`config.mk`:
```
export PLATFORM = sky130hd
export DESIGN_NAME = hc_serial_add_ctrl
export DESIGN_NICKNAME = d
export VERILOG_FILES = /design/src/rtl/hc_adder_pkg.sv /design/src/rtl/hc_adder_slice.sv /design/src/rtl/hc_serial_add_ctrl.sv
export SDC_FILE = /design/constraint.sdc
export NUM_CORES = 1
export LEC_CHECK = 0
export CAP_MARGIN = 20
export CORE_UTILIZATION = 46
export CTS_BUF_LIST = sky130_fd_sc_hd__clkbuf_4 sky130_fd_sc_hd__clkbuf_8 sky130_fd_sc_hd__clkbuf_16
export DETAILED_ROUTE_END_ITERATION = 8
export PLACE_DENSITY_LB_ADDON = 0.25
export SLEW_MARGIN = 20
export SYNTH_ARGS = -nofsm -noshare
export SYNTH_HDL_FRONTEND = slang
export SYNTH_SLANG_ARGS = --single-unit
```
`constraint.sdc`:
```
create_clock -name clk -period 2.3 [get_ports clk]
set_input_delay 0.23 -clock clk [delete_from_list [all_inputs] [get_ports clk]]
set_output_delay 0.23 -clock clk [all_outputs]
set_load 0.02 [all_outputs]
```
`src/rtl/hc_adder_pkg.sv`:
```
// Shared types and constants for the serial
// Han-Carlson add controller.
package hc_adder_pkg;

  localparam int NIBBLE = 4;

  typedef enum logic [1:0] {
    IDLE,
    RUN,
    DONE
  } state_t;

  typedef logic req_id_t;

endpackage

```
`src/rtl/hc_adder_slice.sv`:
```
// 4-bit Han-Carlson prefix adder slice.
// Carry-in is folded in as the generate of bit -1.
module hc_adder_slice (
  input  logic [3:0] a,
  input  logic [3:0] b,
  input  logic       cin,
  output logic [3:0] sum,
  output logic       cout
);

  logic [3:0] g;
  logic [3:0] p;
  logic       g0c;
  logic       g10;
  logic       g32;
  logic       p32;
  logic       g30;
  logic       g20;

  assign g   = a & b;
  assign p   = a ^ b;

  // bit 0 absorbs cin, so its group covers [0:-1]
  assign g0c = g[0] | (p[0] & cin);

  // odd bits combine with their even neighbour
  assign g10 = g[1] | (p[1] & g0c);
  assign g32 = g[3] | (p[3] & g[2]);
  assign p32 = p[3] & p[2];

  // odd bits reach across the full span
  assign g30 = g32 | (p32 & g10);

  // even bits pick up the odd prefix below them
  assign g20 = g[2] | (p[2] & g10);

  assign sum  = p ^ {g20, g10, g0c, cin};
  assign cout = g30;

endmodule

```
`src/rtl/hc_serial_add_ctrl.sv`:
```
// Round-robin arbiter and nibble-serial sequencer
// sharing one Han-Carlson slice between two requesters.
module hc_serial_add_ctrl
  import hc_adder_pkg::*;
#(
  parameter int WIDTH = 16
) (
  input  logic             clk,
  input  logic             rst,
  input  logic [1:0]       req_valid,
  output logic [1:0]       req_ready,
  input  logic [WIDTH-1:0] req_a0,
  input  logic [WIDTH-1:0] req_b0,
  input  logic [WIDTH-1:0] req_a1,
  input  logic [WIDTH-1:0] req_b1,
  output logic             rsp_valid,
  input  logic             rsp_ready,
  output logic [WIDTH-1:0] rsp_sum,
  output logic             rsp_cout,
  output logic             rsp_id,
  output logic             busy
);

  localparam int N  = WIDTH / NIBBLE;
  localparam int CW = (N > 1) ? $clog2(N) : 1;

  if ((WIDTH % NIBBLE) != 0 || WIDTH < NIBBLE) begin : g_bad_width
    $error("hc_serial_add_ctrl: WIDTH must be a multiple of 4, >= 4");
  end

  state_t           state;
  state_t           state_nxt;
  logic [WIDTH-1:0] a_q;
  logic [WIDTH-1:0] b_q;
  logic [WIDTH-1:0] sum_q;
  logic             carry_q;
  logic             cout_q;
  logic [CW-1:0]    cnt_q;
  req_id_t          id_q;
  req_id_t          prio_q;
  req_id_t          grant;
  logic             accept;
  logic             last;
  logic             done_hs;
  logic [3:0]       s_nib;
  logic             s_cout;

  hc_adder_slice u_slice (
    .a    (a_q[3:0]),
    .b    (b_q[3:0]),
    .cin  (carry_q),
    .sum  (s_nib),
    .cout (s_cout)
  );

  // priority holder wins; otherwise the other one
  always_comb begin
    grant = ~prio_q;
    if (req_valid[prio_q])
      grant = prio_q;
  end

  assign accept    = (state == IDLE) && req_valid[grant];
  assign last      = (cnt_q == CW'(N - 1));
  assign done_hs   = (state == DONE) && rsp_ready;
  assign req_ready = accept ? (2'b01 << grant) : 2'b00;
  assign rsp_valid = (state == DONE);
  assign busy      = (state != IDLE);
  assign rsp_sum   = sum_q;
  assign rsp_cout  = cout_q;
  assign rsp_id    = id_q;

  // state register
  always_ff @(posedge clk or posedge rst) begin
    if (rst)
      state <= IDLE;
    else
      state <= state_nxt;
  end

  // next-state decode
  always_comb begin
    state_nxt = state;
    unique case (1'b1)
      (state == IDLE): if (accept)  state_nxt = RUN;
      (state == RUN):  if (last)    state_nxt = DONE;
      (state == DONE): if (done_hs) state_nxt = IDLE;
      default:         state_nxt = IDLE;
    endcase
  end

  // operand capture, nibble stepping and result hold
  always_ff @(posedge clk or posedge rst) begin
    if (rst) begin
      a_q     <= '0;
      b_q     <= '0;
      sum_q   <= '0;
      carry_q <= 1'b0;
      cout_q  <= 1'b0;
      cnt_q   <= '0;
      id_q    <= 1'b0;
      prio_q  <= 1'b0;
    end else begin
      if (accept) begin
        a_q     <= grant ? req_a1 : req_a0;
        b_q     <= grant ? req_b1 : req_b0;
        carry_q <= 1'b0;
        cnt_q   <= '0;
        id_q    <= grant;
      end
      if (state == RUN) begin
        a_q     <= a_q >> NIBBLE;
        b_q     <= b_q >> NIBBLE;
        sum_q   <= (sum_q >> NIBBLE)
                 | (WIDTH'(s_nib) << (WIDTH - NIBBLE));
        carry_q <= s_cout;
        cnt_q   <= cnt_q + CW'(1);
        if (last)
          cout_q <= s_cout;
      end
      if (done_hs)
        prio_q <= ~id_q;
    end
  end

endmodule

```
# Yosys cells after proc, flatten, opt, wreduce, memory -nomap -nowiden
# Index checks and enable logic that the tools add are counted.
# totals
register_bits	56
out_inout_bits	22
wordCells	63
# classes
add_sub_neg	1
order_cmp	2
n_eq_ne	6
shifts	1
muxes	20
n_bitwise	17
n_reduce_logical	7
# ops
cell	count
$mux 16	6
$or 12x16->16	1
$mux 2	6
$xor 4x4->4	2
$mux 1	7
$and 1x1->1	6
$pmux 2 s3	1
$or 1x1->1	5
$and 4x4->4	1
$eq 2x2->1 const B	2
$lt 1x2->1 const B	2
$ne 2x2->1 const B	2
$reduce_bool 2->1	2
$reduce_and 3->1	1
$add 2x1->2 const B	1
$eq 2x1->1 const B	1
$logic_and 1x1->1	2
$logic_not 2->1	1
$ne 2x1->1 const B	1
$not 1->1	2
$reduce_and 2->1	1
$shl 1x1->2 const A	1

# Longest topological paths before layout
# depth
ltp_word	9
mapped_depth	7

# Cells and area by module
# From an unflattened synthesis, not the netlist that was laid out.
# unflattened
cells_unflattened	300
area_unflattened_um2	2874.0
# by_module_without_submodules
mod	instances	cells_each	area_each_um2	seq_area_each_um2
hc_serial_add_ctrl	1	286	2747.6	1401.3
hc_adder_slice	1	14	126.4	0.0

# Least setup slack after synthesis
# OpenSTA, ideal clock, no wires.
# synth_timing
path_type	register to register
from	reg a_q[0]
to	reg sum_q[15], in the netlist rsp_sum[15]
arrival_time_ps	1600
required_time_ps	2173
setup_slack_ps	573
path_stages_with_launch	8
period_less_slack_ps	1727
path_cell_list	dfrtp_1 > inv_1 > fa_1 > inv_1 > fa_1 > fa_1 > xnor2_1 > o21ai_0
# synth_via
elab_chain_cells	9
elab_cells_between_ends	10
cone_classes	bitwise: 10
# synth_lines
element	line_no	source
from (decl)	hc_serial_add_ctrl.sv:33	logic [WIDTH-1:0] a_q;
from (signal assigned)	hc_serial_add_ctrl.sv:105	a_q <= grant ? req_a1 : req_a0;
from (signal assigned)	hc_serial_add_ctrl.sv:112	a_q <= a_q >> NIBBLE;
$xor 4x4->4	hc_adder_slice.sv:21	assign p = a ^ b;
$and 1x1->1	hc_adder_slice.sv:24	assign g0c = g[0] | (p[0] & cin);
$or 1x1->1 (*)	hc_adder_slice.sv:24	
$and 1x1->1 (*)	hc_adder_slice.sv:27	assign g10 = g[1] | (p[1] & g0c);
$or 1x1->1 (*)	hc_adder_slice.sv:27	
$and 1x1->1 (*)	hc_adder_slice.sv:35	assign g20 = g[2] | (p[2] & g10);
$or 1x1->1 (*)	hc_adder_slice.sv:35	
$xor 4x4->4 (*)	hc_adder_slice.sv:37	assign sum = p ^ {g20, g10, g0c, cin};
$or 12x16->16 (*)	hc_serial_add_ctrl.sv:115	| (WIDTH'(s_nib) << (WIDTH - NIBBLE));
to (signal assigned)	hc_serial_add_ctrl.sv:114	sum_q <= (sum_q >> NIBBLE)
to (decl)	hc_serial_add_ctrl.sv:35	logic [WIDTH-1:0] sum_q;
# Every way passes the cells marked *; elsewhere a longest branch is shown, timed or not.
# A chain may end at the register's enable or synchronous reset.

# Worst setup path after layout
# layout_timing
from	reg state[0]
to	out req_ready[0]
# layout_via
elab_chain_cells	3
# layout_lines
element	line_no	source
from (decl)	hc_serial_add_ctrl.sv:31	state_t state;
from (signal assigned)	hc_serial_add_ctrl.sv:78	state <= state_nxt;
$logic_not 2->1	hc_serial_add_ctrl.sv:63	assign accept = (state == IDLE) && req_valid[grant];
$logic_and 1x1->1	hc_serial_add_ctrl.sv:63	
$mux 2	hc_serial_add_ctrl.sv:66	assign req_ready = accept ? (2'b01 << grant) : 2'b00;
to (decl)	hc_serial_add_ctrl.sv:11	output logic [1:0] req_ready,
# Every way passes these cells.

==> impl_metrics.csv <==
group,metric,value,unit
sta,hold_viol_final,0,
synth,synth_warnings,0,
sta,slew_violations,0,
synth,yosys-top-cells-count,"72 x nand2_1, 56 x dfrtp_1, 46 x nand4_1",
sta,rsz0062_at_grt,"false",
clock_tree,path_clk_slew,0.10,ns
clock_tree,cts_sinks,56,
sta,finalClockSkew,0.005298,ns
synth,ys.flop_type,"dfrtp_1",
setup_path,reg2reg_to,"rsp_sum[15]",
clock_tree,htree_levels,2,
floorplanning,ios,91,
floorplanning,core_area,5956,um^2
synth,netlist_area,2848,um^2
detailed_routing,first_iter_violations,262,
synth,synth_top_family_by_area,"simple AND/OR/NAND/NOR gates",
setup_path,reg2regPathDepth,7,
sta,whs,0.2633,ns
grt,first_global_vias,2581,
detailed_routing,viasPerCell,5.764,
setup_path,cp.required,2.07,ns
layout,area_growth,38.62,%
layout,drive_above_1_share,7.268,%
pwr,leakagePower,0.001733,uW
floorplanning,die_y,80.68,um
pwr,power_density,1233,nW/um^2
setup_path,max_stage_delay,0.60,ns
synth,synth_compound_area_share,12.26,%
placed_design,io_buffer_count,90,
synth,synth-simple-area-share,28.60,%
clock_tree,cts_tree,"yes",
setup_path,cp_max_fo,8,
sta,max_freq,473.5,MHz
worst_hold_path,hp-class,"primary input to asynchronous set/reset pin",
grt,grt_pass1_wl,12.32,mm
setup_path,r2r_setup_slack,0.39,ns
setup_path,cp-end-kind,"output port",
floorplanning,num_rows,28,
clock_tree,holdBufCountCts,0,
setup_path,crit_chain,"a211oi_2 -> and2_1 -> clkdlybuf4s50_1",
synth,syn_nets,393,
synth,syn_inst,318,
clock_tree,insertion_delay,0.32,ns
setup_path,regToRegStartpoint,"a_q[0]",
detailed_routing,post_drt_wl_per_cell,16.40,um
setup_path,critPathSlowestCell,"clkdlybuf4s50_1",
synth,synth_mux_area_share,0,%
synth,synth_seq_cells,56,
sta,relSlewSlack,48.47,%
grt,grt_usage,25.34,%
clock_tree,root_buffer,"clkbuf_8",
flow_run,cap_violations,0,
sta,period_needed,2.112,ns
synth,synth-xor-area-share,0.3076,%
clock_tree,post_cts.repair.setup_buffers,0,
setup_path,crit_buf_inv,1,
clock_tree,clk_path_buf_depth,2,
synth,yosysTopAreaCellShare,49.21,%
floorplanning,start_util,47.82,%
floorplanning,die_x,80.68,um
synth,synth_edf_count,0,
clock_tree,ctsResizeCount,0,
placed_design,dp_hpwl,5.453,mm
sta,worstMarginPinSlew,0.7704,ns
setup_path,start_kind,"flip-flop",
run_status,status,"finished clean",
setup_path,cp.arrival,1.88,ns
synth,seq_area_frac_synth,49.21,%
synth,synth_most_common_cell,"nand2_1",
grt,antenna_found_initial,0,
grt,grt_start_max_net_pins,34,
synth,yosysTopAreaCell,"dfrtp_1",
placed_design,place_congestion,0.8677,
detailed_routing,first_pass_iters,4,
setup_path,path_delay_family,"buffers and inverters",
detailed_routing,totalWireLength,7.775,mm
detailed_routing,drc_errors,0,
grt,gr-total-overflow,0,
synth,yosysUniqueCellTypes,34,
setup_path,crit_type,"flip-flop to output port",
layout,nets,473,
clock_tree,cts_buffers,5,
sta,setup_tns,0,ns
layout,n_antenna_cell,0,
pwr,max-vdd-ir-drop,0.8986,mV
synth,syn_avg_cell_area,8.955,um^2
synth,synthArstFlopShare,100.0,%
detailed_routing,vias,2732,
floorplanning,dieArea,6509,um^2
sta,finalSetupViolations,0,
sta,min_period_over_period,91.82,%
detailed_routing,detail-route-antenna-nets,0,
synth,synth_area_leaders,"dfrtp_1 49%, nand4_1 10%, nand2_1 9.5%",
synth,synth_fa_ha_area_share,3.427,%
[where the power goes]
part / switching [uW] / internal, uW / total [uW]
registers: 328 / 1430 / 1760
clock network: 318 / 384 / 702
logic: 1380 / 1020 / 2410
total: 2030 / 2840 / 4870
[final cells by class]
cell class                 instances  area (um^2)
fill                             511         2008
sequential                        56         1401
multi-input combinational        226         1296
timing repair buffer             102         1003
clock buffer                       7        96.34
tap                               75        93.84
clock inverter                     1        30.03
inverter                           7        26.28
[cells in the final DEF (no fill, tap or decap), types with 3 or more instances in the layout]
cell and n:
a21oi_1 5, a221o_1 6, a311oi_1 3, and2_1 3, and3_1 5, buf_4 11, clkbuf_8 7, clkdlybuf4s50_1 90
dfrtp_1 56, fa_1 3, ha_1 3, inv_1 6, nand2_1 72, nand3_1 26, nand4_1 46, o21ai_0 33
[layer usage]
layer / vias to the layer above / routed length, um / global-route usage (%) / share of wire [%]
met5: - / 0 / 0 / 0
met1: 1323 / 3464 / 34.70 / 45
met2: 105 / 3660 / 39.41 / 47
met4: 0 / 140 / 11.43 / 1.8
li1: 1292 / - / - / -
met3: 12 / 509 / 3.977 / 6.5
[worst max-delay path by stage]
stage | cells after the start | from | slack, ns | endpoint
final | 3 | state[0] | 0.19 | req_ready[0]
after global routing | 3 | state[0] | 0.1 | req_ready[0]
after CTS | 3 | state[0] | 0.17 | req_ready[0]
after detailed placement | 4 | req_valid[1] | 0.25 | req_ready[0]
after global placement | 4 | req_valid[0] | 0.19 | a_q[8]
after floorplan | 7 | a_q[0] | 0.57 | rsp_sum[15]
[flip-flops by register name, indices dropped and copies added, names as in the netlist]
signal and cells:
prio_q 1, rsp_cout 1, cnt_q 2, a_q 16, state 2, rsp_id 1, rsp_sum 16, carry_q 1
b_q 16
[through the flow]
stage | instance area [um^2] | utilization, % | setup slack, ns | instances | total power (uW)
floorplan | 2848 | - | 0.5725 | 318 | 3278
global placement | 3815 | 64.05 | 0.1855 | 466 | 4080
detailed placement | 3821 | 64.16 | 0.2530 | 466 | 4182
CTS | 3948 | 66.28 | 0.1675 | 474 | 4883
global route | 3948 | 66.28 | 0.09648 | 474 | 5214
finish | 3948 | 66.28 | 0.1882 | 474 | 4867
[kinds of logic after synthesis]
| family | count (synthesis) |
|---|---|
| AOI/OAI and AO/OA | 55 |
| xor gates and xnor gates | 1 |
| adders and majority gates | 6 |
| buffers and inverters | 36 |
| DFF | 56 |
| and+or+nand+nor | 164 |
Note: power is estimated with default switching activity, not from simulation.
